==> src/rtl/inst_uj_dec_pipe.sv <==
`timescale 1ns/1ps
// Decoder for LUI / AUIPC / JAL with one-cycle latency: an output register plus a skid register.
// in_ready comes from the skid-valid flop only; saturating per-class counters count delivered bundles.
module inst_uj_dec_pipe #(
    parameter int XLEN  = 32,
    parameter int CNT_W = 16
) (
    input  logic             clk,
    input  logic             rst_n,
    input  logic             in_valid,
    output logic             in_ready,
    input  logic [31:0]      in_instr,
    input  logic [XLEN-1:0]  in_pc,
    output logic             out_valid,
    input  logic             out_ready,
    output logic [1:0]       out_kind,
    output logic [4:0]       out_rd,
    output logic             out_wen,
    output logic [XLEN-1:0]  out_imm,
    output logic [XLEN-1:0]  out_result,
    output logic [XLEN-1:0]  out_target,
    output logic             out_misaligned,
    output logic             out_illegal,
    input  logic             cnt_clr,
    output logic [CNT_W-1:0] cnt_u,
    output logic [CNT_W-1:0] cnt_j,
    output logic [CNT_W-1:0] cnt_ill
);

    localparam logic [6:0] OP_LUI   = 7'b0110111;
    localparam logic [6:0] OP_AUIPC = 7'b0010111;
    localparam logic [6:0] OP_JAL   = 7'b1101111;

    typedef struct packed {
        logic [1:0]      kind;
        logic [4:0]      rd;
        logic            wen;
        logic [XLEN-1:0] imm;
        logic [XLEN-1:0] result;
        logic [XLEN-1:0] target;
        logic            misaligned;
        logic            illegal;
    } bundle_t;

    bundle_t         dec;
    bundle_t         or_q;
    bundle_t         sk_q;
    logic            or_vld;
    logic            sk_vld;
    logic            acc;
    logic            fire;
    logic            or_load;
    logic signed [31:0] u_raw;
    logic signed [20:0] j_raw;
    logic [XLEN-1:0] u_imm;
    logic [XLEN-1:0] j_imm;
    logic [XLEN-1:0] jal_tgt;

    // Signed size casts carry the sign bit up to XLEN for either width.
    always_comb begin
        u_raw   = {in_instr[31:12], 12'b0};
        j_raw   = {in_instr[31], in_instr[19:12], in_instr[20], in_instr[30:21], 1'b0};
        u_imm   = XLEN'(u_raw);
        j_imm   = XLEN'(j_raw);
        jal_tgt = in_pc + j_imm;
    end

    always_comb begin
        dec = '0;
        unique case (in_instr[6:0])
            OP_LUI: begin
                dec.kind   = 2'b01;
                dec.imm    = u_imm;
                dec.result = u_imm;
            end
            OP_AUIPC: begin
                dec.kind   = 2'b10;
                dec.imm    = u_imm;
                dec.result = in_pc + u_imm;
            end
            OP_JAL: begin
                dec.kind       = 2'b11;
                dec.imm        = j_imm;
                dec.result     = in_pc + XLEN'(4);
                dec.target     = jal_tgt;
                dec.misaligned = jal_tgt[1];
            end
            default: dec.illegal = 1'b1;
        endcase
        if (!dec.illegal) begin
            dec.rd  = in_instr[11:7];
            dec.wen = (in_instr[11:7] != 5'd0);
        end
    end

    assign in_ready = ~sk_vld;
    assign acc      = in_valid & ~sk_vld;
    assign fire     = or_vld & out_ready;
    assign or_load  = ~or_vld | fire;

    // The skid register always drains first so ordering stays FIFO.
    always_ff @(posedge clk or negedge rst_n) begin
        if (!rst_n) begin
            or_vld <= 1'b0;
            sk_vld <= 1'b0;
            or_q   <= '0;
            sk_q   <= '0;
        end else if (or_load) begin
            if (sk_vld) begin
                or_q   <= sk_q;
                or_vld <= 1'b1;
                sk_vld <= 1'b0;
            end else if (acc) begin
                or_q   <= dec;
                or_vld <= 1'b1;
            end else begin
                or_vld <= 1'b0;
            end
        end else if (acc) begin
            sk_q   <= dec;
            sk_vld <= 1'b1;
        end
    end

    assign out_valid      = or_vld;
    assign out_kind       = or_q.kind;
    assign out_rd         = or_q.rd;
    assign out_wen        = or_q.wen;
    assign out_imm        = or_q.imm;
    assign out_result     = or_q.result;
    assign out_target     = or_q.target;
    assign out_misaligned = or_q.misaligned;
    assign out_illegal    = or_q.illegal;

    function automatic logic [CNT_W-1:0] sat_inc(input logic [CNT_W-1:0] c);
        return (&c) ? c : c + CNT_W'(1);
    endfunction

    always_ff @(posedge clk or negedge rst_n) begin
        if (!rst_n) begin
            cnt_u   <= '0;
            cnt_j   <= '0;
            cnt_ill <= '0;
        end else if (cnt_clr) begin
            cnt_u   <= '0;
            cnt_j   <= '0;
            cnt_ill <= '0;
        end else if (fire) begin
            if (or_q.kind == 2'b01 || or_q.kind == 2'b10) cnt_u <= sat_inc(cnt_u);
            if (or_q.kind == 2'b11)                       cnt_j <= sat_inc(cnt_j);
            if (or_q.illegal)                             cnt_ill <= sat_inc(cnt_ill);
        end
    end

endmodule

==> config.mk <==
export PLATFORM = sky130hd
export DESIGN_NAME = inst_uj_dec_pipe
export DESIGN_NICKNAME = d
export VERILOG_FILES = /design/src/rtl/inst_uj_dec_pipe.sv
export SDC_FILE = /design/constraint.sdc
export NUM_CORES = 1
export LEC_CHECK = 0
export ABC_AREA = 1
export BUFFER_PORTS_ARGS = -buffer_cell sky130_fd_sc_hd__clkbuf_2
export CORE_MARGIN = 2
export CORE_UTILIZATION = 35
export CTS_CLUSTER_DIAMETER = 50
export DETAILED_ROUTE_END_ITERATION = 10
export GPL_TIMING_DRIVEN = 0
export PLACE_DENSITY = 0.54
export SYNTH_ARGS = -nofsm -noshare
export SYNTH_HDL_FRONTEND = slang
export SYNTH_SLANG_ARGS = --single-unit
==> constraint.sdc <==
create_clock -name clk -period 1.75 [get_ports clk]
set_input_delay 0.35 -clock clk [delete_from_list [all_inputs] [get_ports clk]]
set_output_delay 0.35 -clock clk [all_outputs]
set_load 0.005 [all_outputs]
==> flow_summary_export.csv <==
group,metric,value,unit
run_status,status,"complete, but fails checks",
run_status,violations,"negative hold slack, negative setup slack",
route,drt_iter0_drc,1649,
route,route.vias.total,17790,
clock_network,numCtsBuffers,37,
yosys,yosysSeqAreaShare,0.3915,
final_layout,drive_gt1_frac,0.2432,
critical_path,crit_path_max_incr_delay,0.42,ns
clock_network,insertion_delay,0.57,ns
yosys,netlist-cell-type-count,52,
clock_network,cts_tree,"built",
grt,grt_util_all_layers,0.2811,
min_path,hp-class,"in -> async",
floorplan,die_h,221.1,um
critical_path,setup.worst_path.start_class,"input pin",
critical_path,arrival,2.26,ns
yosys,synth.area.top_cells,"dfrtp_1 (39%), nand2_1 (18%), nor2_1 (5.3%), inv_1 (5.3%), nand3_1 (4.9%)",
timing,fin_crit,1.806,ns
critical_path,cp_num_buf_inv,2,
pwr,ir_drop,0.7776,mV
critical_path,cpMaxStageDelayCell,"ha_2",
floorplan,dieArea,48870,um^2
final_layout,fill_cells,4741,
timing,report.final.setup_viol,4,
yosys,synth_area,16490,um^2
yosys,synthesis.instances,2414,
timing,clock_skew,0.01855,ns
critical_path,crit_family,"simple AND/OR/NAND/NOR gates",
route,drt-total-wl,70190,um
floorplan,pin_count,225,
yosys,synth_warnings,0,
timing,fmaxAchievable,0.5536,GHz
place,dp_cells,3245,
floorplan,start_util,0.3542,
critical_path,cp_common_cell,"nand2_1",
critical_path,critical_path_class,"in -> reg",
clock_network,htreeDepth,2,
grt,grt_first_pass_wirelength,105200,um
timing,hold_viol_final,91,
pwr,powerDensity,873.6,nW/um^2
place,dpl.hpwl,54350,um
yosys,synth.avg_cell_area,6.831,um^2
route,wl_per_cell,20.82,um
grt,antenna_found_initial,1,
pwr,leakagePower,10.70,nW
clock_network,clkTransAtPathRegs,0.06,ns
critical_path,end_kind,"flip-flop",
route,firstDrtPassIters,5,
timing,drv_slew,0,
route,drtAntennaViolNets,0,
timing,fin_crit_sh,1.032,
yosys,synth_top_area_cell,"dfrtp_1",
timing,final.setup.tns,-0.07993,ns
grt,grt-ovfl-total,0,
critical_path,rrSetupSlack,-0.01,ns
floorplan,die_w,221.1,um
yosys,synth_top_area_share,0.3915,
critical_path,crit_fanout,5,
route,drc,0,
floorplan,core_area,46560,um^2
place,globalplace.congestion,0.9720,
final_layout,post-route-util,0.4627,
place,numPortBuffers,222,
floorplan,rows,79,
grt,grt_pass1_vias,16790,
clock_network,root_buffer,"clkbuf_16",
yosys,synthesis.nets,2531,
final_layout,nets,2854,
final_layout,synthToLayoutAreaGrowth,30.61,%
critical_path,path_cells,"clkbuf_2 > ha_2 > nand2_1 > nor2_1 > inv_1 > nor2_1 > nand4_1 > nand3_1 > nand2_1 > nand3_1 > nand3_1 > nand2_1 > nand2_1",
route,viasPerCell,5.276,
clock_network,cts_max_path_buffers,3,
timing,slew_headroom,0.4600,
yosys,synth_seq_cells,258,
critical_path,required,2.21,ns
job,drv_cap,0,
timing,rsz0062_at_grt,"true",
timing,setup_ws,-0.05635,ns
timing,hold_ws,-0.1295,ns
grt,grt_max_degree,93,
timing,worst_slew_pin_slew,0.8100,ns
final_layout,layout.cells.non_filler,3371,
clock_network,cts_sinks,258,
-- repair_timing --
action / CTS / global route
cloned: 2 / 2
endpoints found under the hold margin: 91 / 91
endpoints found under the setup margin: 235 / 235
setup buffers: 33 / 28
gates resized for setup: 150 / 193
pin swaps: 12 / 38
-- worst reg2reg max path, stage by stage, from the launching register on --
cell and delay [ns]:
dfrtp_1 0.38, ha_4 0.16, nand3_4 0.09, nor2_4 0.12
nand2_2 0.07, inv_2 0.08, nand4_4 0.08, o21ai_4 0.20
nand2_4 0.15, buf_8 0.17, nand4_1 0.08, o21ai_2 0.06
-- metal layers --
layer | global-route usage | wire length (um) | part of all wire
met1 | 0.3892 | 31460 | 0.45
met2 | 0.4573 | 32340 | 0.46
met3 | 0.04010 | 4166 | 0.059
met4 | 0.08054 | 2219 | 0.032
met5 | 0 | 0 | 0
-- final cells by class --
type / instances / area [um^2] / area share
Antenna cell: 1 / 2.502 / 0.0001162
Clock inverter: 17 / 262.8 / 0.01220
Inverter: 261 / 1005 / 0.04665
Sequential cell: 258 / 6474 / 0.3006
Timing Repair Buffer: 287 / 1755 / 0.08150
Buffer: 86 / 574.3 / 0.02666
Tap cell: 607 / 759.5 / 0.03526
Multi-Input combinational cell: 1806 / 9688 / 0.4498
Clock buffer: 48 / 1018 / 0.04728
-- path summary, 6_finish.rpt --
path	from	to	cells past startpoint
worst max-delay path	in_instr[26]	out_result[29]	13
worst min-delay path	rst_n	out_imm[23]	1
worst max register to register	cnt_ill[1]	cnt_ill[7]	11
worst min register to register	out_result[25]	out_result[25]	2
max in group asynchronous	rst_n	out_target[19]	3
min in group clk	in_instr[9]	sk_q[101]	3
-- stage by stage --
step                      power [mW]  hold slack (ns)  setup slack (ns)  instance area (um^2)
after floorplan                8.751          0.05441          -0.09346                 16680
after global placement         10.39           0.4562            -5.318                 18550
after detailed placement       10.43           0.4643           -0.8897                 18610
after CTS                      18.68         -0.09767           -0.1010                 20720
after global routing           19.66         -0.05213           -0.1386                 21540
final                          18.82          -0.1295          -0.05635                 21540
-- logic make-up after synthesis --
| logic type | count (synthesis) | synth area share |
|---|---|---|
| flip-flops | 258 | 0.3915 |
| AND/OR/NAND/NOR | 1326 | 0.3397 |
| other | 1 | 0.0002274 |
| buffers and inverters | 351 | 0.08369 |
| XOR/XNOR | 25 | 0.01328 |
| adder cells (fa/ha/maj) | 48 | 0.03733 |
| AO/OA/AOI/OAI | 405 | 0.1343 |
-- power by group --
| group | switching, mW | total, mW | leakage [nW] | internal [mW] |
|---|---|---|---|---|
| clock | 3.01 | 7.92 | 0.621 | 4.90 |
| combinational | 2.67 | 4.16 | 6.63 | 1.50 |
| sequential | 0.301 | 6.74 | 3.45 | 6.44 |
| total | 5.98 | 18.8 | 10.7 | 12.8 |
-- cell usage in the layout (no fill, tap or decap), types with 15 or more instances in the layout --
| cell type | count |
|---|---|
| nand3_1 | 142 |
| nand4_1 | 41 |
| o21ai_0 | 113 |
| o21ai_1 | 69 |
| dfrtp_1 | 244 |
| ha_4 | 30 |
| clkbuf_16 | 40 |
| inv_1 | 225 |
| clkbuf_1 | 16 |
| nor2_1 | 210 |
| nand3b_1 | 15 |
| nand2_2 | 33 |
| xor2_1 | 22 |
| nand3_2 | 19 |
| nand2_1 | 749 |
| buf_2 | 24 |
| a21oi_1 | 137 |
| nor2_2 | 20 |
| inv_2 | 28 |
| nor3_1 | 25 |
| clkbuf_2 | 235 |
| buf_4 | 69 |
| nor2_4 | 16 |
-- sequential cells by signal, summed over array words and instances (netlist names), 2 cells and up --
signal / count
sk_q: 104
out_imm: 31
cnt_u: 16
out_target: 32
out_rd: 5
cnt_j: 16
out_result: 32
cnt_ill: 16
out_kind: 2
-- synthesized netlist by cell type, drive strengths merged --
| cell | instances |
|---|---|
| nand3b | 15 |
| o21ai | 199 |
| clkbuf | 53 |
| nand4 | 43 |
| and2 | 4 |
| o21bai | 6 |
| or3 | 1 |
| xor2 | 22 |
| nor3 | 42 |
| buf | 37 |
| o22ai | 3 |
| o221ai | 1 |
| conb | 1 |
| dfrtp | 258 |
| a21o | 1 |
| o32ai | 1 |
| nand2 | 793 |
| a31o | 2 |
| a31oi | 7 |
| nor3b | 1 |
| o21a | 6 |
| xnor2 | 3 |
| o211ai | 11 |
| a21oi | 148 |
| ha | 46 |
| nor4 | 5 |
| a21boi | 1 |
| inv | 259 |
| fa | 2 |
| a22o | 1 |
| clkinv | 2 |
| a211oi | 5 |
| nor2 | 246 |
| nand3 | 167 |
| o31ai | 13 |
| or2 | 9 |
Power figures use the tool's default switching activity.
